## config.mk

```make
export PLATFORM = sky130hd
export DESIGN_NAME = solar_adc_sampler
export DESIGN_NICKNAME = d
export VERILOG_FILES = /design/src/rtl/solar_pkg.sv /design/src/rtl/solar_spi_shifter.sv /design/src/rtl/solar_adc_sampler.sv
export SDC_FILE = /design/constraint.sdc
export NUM_CORES = 1
export LEC_CHECK = 0
export ABC_AREA = 1
export BUFFER_PORTS_ARGS = -buffer_cell sky130_fd_sc_hd__buf_2
export CAP_MARGIN = 20
export CORE_MARGIN = 2
export CORE_UTILIZATION = 53
export CTS_BUF_LIST = sky130_fd_sc_hd__clkbuf_8 sky130_fd_sc_hd__clkbuf_16
export DETAILED_ROUTE_END_ITERATION = 8
export HOLD_SLACK_MARGIN = 0.1
export PLACE_DENSITY = 0.75
export SLEW_MARGIN = 20
export SYNTH_ARGS = -nofsm -noshare
export SYNTH_HDL_FRONTEND = slang
export SYNTH_SLANG_ARGS = --single-unit
```

## constraint.sdc

```tcl
create_clock -name wb_clk_i -period 1.49 [get_ports wb_clk_i]
set_input_delay 0.2235 -clock wb_clk_i [delete_from_list [all_inputs] [get_ports wb_clk_i]]
set_output_delay 0.2235 -clock wb_clk_i [all_outputs]
set_load 0.01 [all_outputs]
```

## src/rtl/solar_pkg.sv

```systemverilog
// Shared constants, FSM state encoding and the ADC command word for the
// solar panel acquisition front end.
package solar_pkg;

  localparam logic CHAN_VOLT  = 1'b0;
  localparam logic CHAN_CURR  = 1'b1;
  localparam int   FRAME_BITS = 16;
  localparam int   CMD_BITS   = 4;

  typedef enum logic [2:0] {
    ST_IDLE,
    ST_WAIT,
    ST_CS_SETUP,
    ST_SHIFT,
    ST_CS_HOLD
  } state_t;

  // start, single-ended, channel select, MSB-first, then don't-care zeros
  function automatic logic [FRAME_BITS-1:0] adc_cmd(input logic chan);
    return {2'b11, chan, 1'b1, {(FRAME_BITS-CMD_BITS){1'b0}}};
  endfunction

endpackage

```

## src/rtl/solar_spi_shifter.sv

```systemverilog
// SPI engine for one ADC frame: setup gap, 16 SCLK periods of command out /
// data in, then a combinational done on the last cycle of the trailing gap.
module solar_spi_shifter
  import solar_pkg::*;
#(
  parameter int CLK_DIV = 4,
  parameter int DW      = 12
) (
  input  logic          clk,
  input  logic          rst_n,
  input  logic          start,
  input  logic          chan,
  input  logic          miso,
  output logic          sclk,
  output logic          mosi,
  output logic          done,
  output logic [DW-1:0] data
);

  localparam int DCW = $clog2(CLK_DIV);

  logic                  active;
  logic [DCW-1:0]        div_cnt;
  logic [5:0]            half_cnt;
  logic [FRAME_BITS-1:0] cmd_sr;
  logic [FRAME_BITS-1:0] cmd;
  logic                  half_end;

  assign cmd      = adc_cmd(chan);
  assign half_end = active && (div_cnt == DCW'(CLK_DIV-1));
  // half_cnt 0 is the setup gap, 1..32 the SCLK half periods
  assign done     = half_end && (half_cnt == 6'(2*FRAME_BITS));

  always_ff @(posedge clk or negedge rst_n) begin
    if (!rst_n) begin
      active   <= 1'b0;
      div_cnt  <= '0;
      half_cnt <= '0;
      cmd_sr   <= '0;
      sclk     <= 1'b0;
      mosi     <= 1'b0;
      data     <= '0;
    end else if (start) begin
      active   <= 1'b1;
      div_cnt  <= '0;
      half_cnt <= '0;
      sclk     <= 1'b0;
      mosi     <= cmd[FRAME_BITS-1];
      cmd_sr   <= {cmd[FRAME_BITS-2:0], 1'b0};
      data     <= '0;
    end else if (active) begin
      if (half_end) begin
        div_cnt  <= '0;
        half_cnt <= half_cnt + 6'd1;
        if (half_cnt == 6'(2*FRAME_BITS)) begin
          active <= 1'b0;
        end else if (half_cnt[0]) begin
          sclk   <= 1'b0;
          mosi   <= cmd_sr[FRAME_BITS-1];
          cmd_sr <= {cmd_sr[FRAME_BITS-2:0], 1'b0};
        end else begin
          sclk <= 1'b1;
          // rising edges 1..CMD_BITS overlap the command and carry no data
          if (half_cnt >= 6'(2*CMD_BITS))
            data <= {data[DW-2:0], miso};
        end
      end else begin
        div_cnt <= div_cnt + 1'b1;
      end
    end
  end

endmodule

```

## src/rtl/solar_adc_sampler.sv

```systemverilog
// Periodic two-channel ADC acquisition: period counter, frame sequencing FSM,
// single-entry valid/ready output register and sticky overrun flag.
module solar_adc_sampler
  import solar_pkg::*;
#(
  parameter int CLK_DIV       = 4,
  parameter int SAMPLE_PERIOD = 1000,
  parameter int DW            = 12
) (
  input  logic          wb_clk_i,
  input  logic          wb_rst_n_i,
  input  logic          enable_i,
  input  logic          adc_miso_i,
  output logic          adc_sclk_o,
  output logic          adc_cs_n_o,
  output logic          adc_mosi_o,
  output logic          sample_valid_o,
  input  logic          sample_ready_i,
  output logic          sample_chan_o,
  output logic [DW-1:0] sample_data_o,
  output logic          overrun_o,
  input  logic          overrun_clr_i
);

  localparam int DCW = $clog2(CLK_DIV);
  localparam int PW  = $clog2(SAMPLE_PERIOD);

  state_t         state;
  logic [DCW-1:0] tmr;
  logic [PW-1:0]  per_cnt;
  logic           cur_chan;
  logic           tick, tmr_end, frame_done, start, start_chan, sh_done, ovr_set;
  logic [DW-1:0]  sh_data;

  assign tick       = enable_i && (per_cnt == PW'(SAMPLE_PERIOD-1));
  assign tmr_end    = tmr == DCW'(CLK_DIV-1);
  assign frame_done = (state == ST_CS_HOLD) && tmr_end;
  assign start      = (state == ST_WAIT && tick) ||
                      (frame_done && cur_chan == CHAN_VOLT && enable_i);
  assign start_chan = (state == ST_CS_HOLD) ? CHAN_CURR : CHAN_VOLT;
  assign ovr_set    = (frame_done && sample_valid_o && !sample_ready_i) ||
                      (tick && state != ST_WAIT);

  always_ff @(posedge wb_clk_i or negedge wb_rst_n_i) begin
    if (!wb_rst_n_i)    per_cnt <= '0;
    else if (!enable_i) per_cnt <= '0;
    else if (tick)      per_cnt <= '0;
    else                per_cnt <= per_cnt + 1'b1;
  end

  // CS stays low across a back-to-back voltage/current pair
  always_ff @(posedge wb_clk_i or negedge wb_rst_n_i) begin
    if (!wb_rst_n_i) begin
      state      <= ST_IDLE;
      tmr        <= '0;
      cur_chan   <= CHAN_VOLT;
      adc_cs_n_o <= 1'b1;
    end else begin
      case (state)
        ST_IDLE: if (enable_i) state <= ST_WAIT;
        ST_WAIT: begin
          if (start) begin
            state      <= ST_CS_SETUP;
            cur_chan   <= start_chan;
            tmr        <= '0;
            adc_cs_n_o <= 1'b0;
          end else if (!enable_i) begin
            state <= ST_IDLE;
          end
        end
        ST_CS_SETUP: begin
          if (tmr_end) begin
            state <= ST_SHIFT;
            tmr   <= '0;
          end else begin
            tmr <= tmr + 1'b1;
          end
        end
        ST_SHIFT: if (sh_done) state <= ST_CS_HOLD;
        ST_CS_HOLD: begin
          if (!tmr_end) begin
            tmr <= tmr + 1'b1;
          end else begin
            tmr <= '0;
            if (start) begin
              state    <= ST_CS_SETUP;
              cur_chan <= start_chan;
            end else begin
              adc_cs_n_o <= 1'b1;
              state      <= enable_i ? ST_WAIT : ST_IDLE;
            end
          end
        end
        default: state <= ST_IDLE;
      endcase
    end
  end

  always_ff @(posedge wb_clk_i or negedge wb_rst_n_i) begin
    if (!wb_rst_n_i) begin
      sample_valid_o <= 1'b0;
      sample_chan_o  <= 1'b0;
      sample_data_o  <= '0;
      overrun_o      <= 1'b0;
    end else begin
      if (frame_done) begin
        if (!(sample_valid_o && !sample_ready_i)) begin
          sample_valid_o <= 1'b1;
          sample_chan_o  <= cur_chan;
          sample_data_o  <= sh_data;
        end
      end else if (sample_valid_o && sample_ready_i) begin
        sample_valid_o <= 1'b0;
      end
      if (ovr_set)            overrun_o <= 1'b1;
      else if (overrun_clr_i) overrun_o <= 1'b0;
    end
  end

  solar_spi_shifter #(.CLK_DIV(CLK_DIV), .DW(DW)) u_shifter (
    .clk   (wb_clk_i),
    .rst_n (wb_rst_n_i),
    .start (start),
    .chan  (start_chan),
    .miso  (adc_miso_i),
    .sclk  (adc_sclk_o),
    .mosi  (adc_mosi_o),
    .done  (sh_done),
    .data  (sh_data)
  );

endmodule

```

==> results.py, run 1 <==
metrics = {
    "final_layout": {
        "fillers": 396,
        "antenna_cells": 0,
        "mostFrequentLayoutCell": "nand2_1",
        "final_cell_mix": "nand2_1 (96), dfrtp_1 (56), nand2_2 (28)",
        "num-nets-final": 388,
        "instances_no_fill": 452,
        "drive_above_1_share_pct": 33.51,
        "area_growth_pct": 27.75,
    },
    "yosys": {
        "synth_adder_area_share_pct": 2.289,
        "ys_seq_area_share_pct": 53.16,
        "ys_types": 35,
        "syn-num-nets": 327,
        "synthMuxAreaShare_pct": 0,
        "syn_inst": 316,
        "yosys.area_share.simple_pct": 31.96,
        "synth_top_family_by_area": "simple AND/OR/NAND/NOR gates",
        "ys_warn_count": 0,
        "ys_ff_latch": 58,
        "synthXorXnorAreaFrac_pct": 1.282,
        "postSynthAreaPerCell_um2": 8.648,
        "syn-cell-area_mm2": 0.002733,
        "synth_compound_area_share_pct": 5.952,
    },
    "sta": {
        "min_period_over_period_pct": 101.7,
        "fmaxAchievable_mhz": 659.8,
        "maxSlewHeadroom_pct": 79.32,
        "slew_violations": 0,
        "tns_ns": -0.1434,
        "clock-skew-final_ns": 0.008596,
        "hold_viol": 0,
        "hold_ws_ns": 0.1186,
        "worstMarginPinSlew_ns": 0.3101,
        "rsz0062_at_grt": "yes",
        "setup_viol": 11,
        "final.min_clock_period_ns": 1.516,
        "post-route-worst-setup-slack_ns": -0.02559,
    },
    "die": {
        "die_w_um": 75.81,
        "die_h_um": 75.81,
        "rows": 26,
        "start_util_pct": 54.19,
        "dieArea_mm2": 0.005746,
        "ioPinCount": 24,
        "core_area_mm2": 0.005042,
    },
    "drt": {
        "wl_mm": 5.565,
        "drtIter0Drc": 168,
        "drtAntennaViolNets": 0,
        "num_vias": 2242,
        "wl_per_cell_um": 12.31,
        "drcViolationCount": 0,
        "first_pass_iters": 4,
        "viasPerCell": 4.960,
    },
    "worst_setup_path": {
        "end_kind": "register",
        "r2r_cells": 11,
        "cp_max_fo": 7,
        "crit_path_start_kind": "register",
        "critPathRequiredTime_ns": 1.71,
        "critical_path_class": "register to register",
        "cp.arrival_ns": 1.74,
    },
    "global_route": {
        "grt_pass1_vias": 2064,
        "grt-ovfl-total": 0,
        "grt_max_degree": 59,
        "antenna_found_initial": 0,
        "grt_pass1_wl_mm": 9.156,
        "grt_usage_pct": 21.47,
    },
    "hold_path": {
        "hold_class": "input port to register",
        "min_delay_path_depth": 3,
    },
    "power_and_ir_drop": {
        "leakagePower_nw": 1.816,
        "p_per_area_mw_per_mm2": 1029,
        "ir_drop_uv": 583.7,
    },
    "clocking": {
        "cts_made_buffers": 9,
        "clkLatencyLatePin_ns": 0.34,
        "tritoncts": "done",
        "clk_pin_slew_ns": 0.06,
        "clockBufferDepth": 2,
        "clock_sinks": 58,
        "cts_max_level": 3,
        "cts_root_buf": "clkbuf_8",
    },
    "flow_run": {
        "drv_cap": 0,
    },
    "placement": {
        "dp_hpwl_mm": 3.612,
        "port_buffers": 23,
        "place_inst": 428,
        "gp_congestion": 0.8916,
    },
    "run_status": {
        "violations": "negative setup slack",
        "outcome": "complete, but fails checks",
    },
}
## cell usage after synthesis
| library cell | number | area (um2) |
|---|---|---|
| nand2_1 | 103 | 386.6 |
| dfrtp_1 | 57 | 1426 |
| inv_1 | 26 | 97.59 |
| nor2_1 | 25 | 93.84 |
| nand2_2 | 22 | 137.6 |
| a21oi_1 | 11 | 55.05 |
| o21ai_0 | 11 | 55.05 |
| nand3_1 | 9 | 45.04 |
| nor3_1 | 9 | 45.04 |
| ha_1 | 5 | 62.56 |
| nand4_1 | 4 | 25.02 |
| nor2_2 | 4 | 25.02 |
| inv_2 | 3 | 11.26 |
| xor2_1 | 3 | 26.28 |
| a31oi_1 | 2 | 12.51 |
| buf_2 | 2 | 10.01 |
| nor4_1 | 2 | 12.51 |
| and2_4 | 1 | 8.760 |
| buf_4 | 1 | 7.510 |
| buf_6 | 1 | 11.26 |
| dfstp_2 | 1 | 26.28 |
| inv_6 | 1 | 8.760 |
| nand2_4 | 1 | 11.26 |
| nand2_8 | 1 | 20.02 |
| nand3_4 | 1 | 17.52 |
| nor2_4 | 1 | 11.26 |
| nor3_2 | 1 | 10.01 |
| nor3_4 | 1 | 16.27 |
| nor3b_1 | 1 | 7.510 |
| o211ai_1 | 1 | 7.510 |
| o21a_1 | 1 | 7.510 |
| o21ai_2 | 1 | 8.760 |
| o221ai_1 | 1 | 8.760 |
| o31ai_1 | 1 | 7.510 |
| xnor2_1 | 1 | 8.760 |
## metrics by stage
| step | setup WS (ns) | area, um2 | power [mW] | util (%) |
|---|---|---|---|---|
| after detailed placement | -0.07042 | 3104 | 1.976 | 61.56 |
| after floorplan | -0.1304 | 2733 | 1.824 | - |
| after global placement | -0.01717 | 3104 | 1.969 | 61.56 |
| after global routing | -0.09331 | 3491 | 3.723 | 69.23 |
| after CTS | -0.02779 | 3407 | 3.586 | 67.57 |
| final | -0.02559 | 3491 | 3.593 | 69.23 |
## worst max-delay path, stage by stage, from the launching register on
cell and delay, ns:
dfrtp_1 0.36, ha_2 0.19, nand2_2 0.06, inv_2 0.08, nand2_2 0.07, nor2_4 0.10, nand3_4 0.11, nand2_8 0.11
inv_6 0.05, and2_4 0.17, nand2_2 0.07, nand2_2 0.04
## final cells by class
type | count | area [um2] | share of cell area, %
Tap cell | 70 | 87.58 | 2.509
Sequential cell | 58 | 1454 | 41.65
Clock inverter | 6 | 80.08 | 2.294
Inverter | 30 | 120.1 | 3.441
Multi-Input combinational cell | 225 | 1226 | 35.13
Timing Repair Buffer | 53 | 385.4 | 11.04
Clock buffer | 10 | 137.6 | 3.943
## routing by layer
| layer | vias up | track usage [%] | share of wire [%] |
|---|---|---|---|
| li1 | 1127 | - | - |
| met1 | 1054 | 30.52 | 47 |
| met2 | 50 | 31.99 | 47 |
| met3 | 11 | 4.365 | 3.8 |
| met4 | 0 | 9.357 | 2.2 |
| met5 | - | 0 | 0 |
## report_power, final
| part | switching [mW] | leakage [nW] | internal, mW | total [mW] |
|---|---|---|---|---|
| Clock | 0.619 | 0.116 | 0.975 | 1.59 |
| Combinational | 0.210 | 0.937 | 0.155 | 0.365 |
| Sequential | 0.0289 | 0.763 | 1.61 | 1.63 |
| Total | 0.858 | 1.82 | 2.73 | 3.59 |
## flip-flops by register name, summed over array words and instances (netlist names), 2 cells and up
signal              count
per_cnt                10
u_shifter.cmd_sr        3
state                   3
u_shifter.div_cnt       2
u_shifter.data         12
tmr                     2
sample_data_o          12
u_shifter.half_cnt      6
## worst paths after layout
check	startpoint	to	slack, ns
worst max-delay path	per_cnt[0]	u_shifter.data[6]	-0.03
worst min-delay path	adc_miso_i	u_shifter.data[0]	0.12
worst max register to register	per_cnt[0]	u_shifter.data[6]	-0.03
worst min register to register	sample_data_o[8]	sample_data_o[8]	0.47
max in group asynchronous	wb_rst_n_i	adc_cs_n_o	0.78
min in group asynchronous	wb_rst_n_i	state[1]	0.41
## repair_timing
item	CTS	global route
endpoints found under the hold margin	58	0
setup buffers	4	2
hold buffers	2	0
gates resized for setup	13	25
pin swaps	4	10
gates cloned	1	0
setup endpoints to repair	29	42
## kinds of logic after synthesis
kind of cell    Yosys count
compound gates           29
fa+ha+maj                 5
buf+inv                  34
xor+xnor                  4
simple gates            186
flops                    58
(Power assumes the default switching activity.)
==> run 2, diff against run 1 <==
--- a/config.mk
+++ b/config.mk
@@ -8,6 +8,7 @@
 export ABC_AREA = 1
 export BUFFER_PORTS_ARGS = -buffer_cell sky130_fd_sc_hd__buf_2
 export CAP_MARGIN = 20
+export CORE_ASPECT_RATIO = 0.8
 export CORE_MARGIN = 2
 export CORE_UTILIZATION = 53
 export CTS_BUF_LIST = sky130_fd_sc_hd__clkbuf_8 sky130_fd_sc_hd__clkbuf_16
==> results.py, run 2 (synthesis results as in run 1) <==
metrics = {
    "final_layout": {
        "fin_util_pct": 73.69,
        "reg_top3": "sample_data_o (12), u_shifter.data (12), per_cnt (10)",
        "fillers": 350,
        "mostFrequentLayoutCell": "nand2_1",
        "final_cell_mix": "nand2_1 (90), dfrtp_1 (56), buf_4 (39)",
        "antenna_cells": 0,
        "instances_no_fill": 461,
        "num-nets-final": 405,
        "area_growth_pct": 34.25,
        "multiInputGateArea_mm2": 0.001282,
        "drive_above_1_share_pct": 39.10,
        "regArea_mm2": 0.001454,
    },
    "worst_setup_path": {
        "critPathRequiredTime_ns": 1.73,
        "worst_path_dominant_cell_family": "simple AND/OR/NAND/NOR gates",
        "path_cells": "nor2_2 > nand2_2 > nor2_4 > inv_2 > nor2_4 > clkinvlp_4 > nand2_1 > o21ai_1",
        "path_buf_inv": 2,
        "cpMostUsedCell": "nor2_4",
        "cp_max_fo": 7,
        "critical_path_class": "register to register",
        "crit_path_start_kind": "register",
        "cp.arrival_ns": 1.75,
        "max_stage_delay_ns": 0.39,
        "worst_path_max_delay_cell": "dfrtp_1",
        "end_kind": "register",
    },
    "drt": {
        "first_pass_iters": 6,
        "num_vias": 2311,
        "drtAntennaViolNets": 0,
        "drtIter0Drc": 103,
        "wl_mm": 5.951,
        "wl_per_cell_um": 12.91,
        "drcViolationCount": 0,
        "viasPerCell": 5.013,
    },
    "sta": {
        "post-route-worst-setup-slack_ns": -0.01891,
        "slew_violations": 0,
        "setup_viol": 9,
        "rsz0062_at_grt": "yes",
        "fmaxAchievable_mhz": 662.7,
        "min_period_over_period_pct": 101.3,
        "worstMarginPinSlew_ns": 0.3085,
        "maxSlewHeadroom_pct": 79.43,
        "clock-skew-final_ns": 0.006858,
        "hold_viol": 0,
        "final.min_clock_period_ns": 1.509,
    },
    "placement": {
        "gp_congestion": 0.8738,
        "place_inst": 428,
        "dp_hpwl_mm": 3.693,
        "port_buffers": 23,
    },
    "clocking": {
        "cts_made_buffers": 9,
        "clkLatencyLatePin_ns": 0.35,
        "clock_sinks": 58,
        "cts_max_level": 3,
        "clockBufferDepth": 2,
        "clk_pin_slew_ns": 0.07,
        "tritoncts": "done",
        "cts_root_buf": "clkbuf_8",
    },
    "power_and_ir_drop": {
        "p_per_area_mw_per_mm2": 1007,
        "leakagePower_nw": 1.891,
        "ir_drop_uv": 988.8,
    },
    "global_route": {
        "antenna_found_initial": 0,
        "grt_pass1_vias": 2193,
        "grt_usage_pct": 22.85,
        "grt_pass1_wl_mm": 9.984,
        "grt-ovfl-total": 0,
        "grt_max_degree": 59,
    },
    "die": {
        "die_h_um": 68.23,
        "ioPinCount": 24,
        "dieArea_mm2": 0.005750,
        "rows": 23,
        "die_w_um": 84.28,
        "core_area_mm2": 0.004979,
        "start_util_pct": 54.89,
    },
    "flow_run": {
        "drv_cap": 0,
    },
    "run_status": {
        "outcome": "complete, but fails checks",
        "violations": "negative setup slack",
    },
    "hold_path": {
        "hold_class": "input port to register",
    },
}
-- run 2: cell count changes in the layout (fill, tap and decap cells not counted), sizes merged --
| cell | delta |
|---|---|
| buf | +14 |
| clkinvlp | +3 |
| clkinv | -1 |
| dlygate4sd3 | +1 |
| inv | -1 |
| nor2 | +1 |
-- run 2: area by class of cell --
class,count,area share (%)
clock buffers,10,3.752
clock inverters,6,2.456
inverters,30,3.308
multi-input cells,226,34.96
flip-flops and latches,58,39.63
well taps,62,2.115
repair buffers,68,13.57
repair inverters,1,0.2046
-- run 2: final timing paths --
kind | slack, ns | cells after the start | endpoint | start
hold / removal | 0.11 | 2 | overrun_o | overrun_clr_i
min in group asynchronous | 0.40 | 3 | per_cnt[7] | wb_rst_n_i
setup / recovery | -0.02 | 8 | sample_chan_o | state[0]
setup reg to reg | -0.02 | 8 | sample_chan_o | state[0]
max in group asynchronous | 0.78 | 3 | adc_cs_n_o | wb_rst_n_i
hold reg to reg | 0.47 | 2 | sample_data_o[7] | sample_data_o[7]
-- run 2: per-layer routing --
| layer | global-route usage (%) | part of all wire (%) | vias up |
|---|---|---|---|
| met2 | 36.61 | 48 | 38 |
| met3 | 6.996 | 3.8 | 12 |
| met5 | 0 | 0 | - |
| li1 | - | - | 1168 |
| met1 | 29.18 | 46 | 1093 |
| met4 | 10.08 | 2.0 | 0 |
-- run 2: stage by stage --
| step | cell area (um2) | setup WS (ns) | power [mW] | hold WS (ns) | setup TNS (ns) |
|---|---|---|---|---|---|
| 2_1_floorplan | 2733 | -0.1304 | 1.824 | -0.07209 | -1.304 |
| 3_3_place_gp | 3154 | -0.1269 | 1.969 | 0.2497 | -1.416 |
| 3_5_place_dp | 3154 | -0.1911 | 1.973 | 0.2518 | -2.095 |
| 4_1_cts | 3576 | -0.03230 | 3.709 | 0.1142 | -0.3676 |
| 5_1_grt | 3669 | -0.1211 | 3.847 | 0.1306 | -3.218 |
| 6_report | 3669 | -0.01891 | 3.693 | 0.1140 | -0.05644 |
-- run 2: power by group --
part	switching (mW)	total (mW)	internal, mW
logic	0.225	0.428	0.203
registers	0.0222	1.63	1.61
clock network	0.650	1.64	0.988
-- run 2: timing repair --
| action | CTS | global route |
|---|---|---|
| setup endpoints to repair | 22 | 44 |
| hold endpoints to repair | 59 | 0 |
| gates cloned | 3 | 0 |
| hold buffers | 3 | 0 |
| buffers inserted | 11 | 1 |
| gates resized for setup | 20 | 29 |
| pin swaps | 10 | 9 |
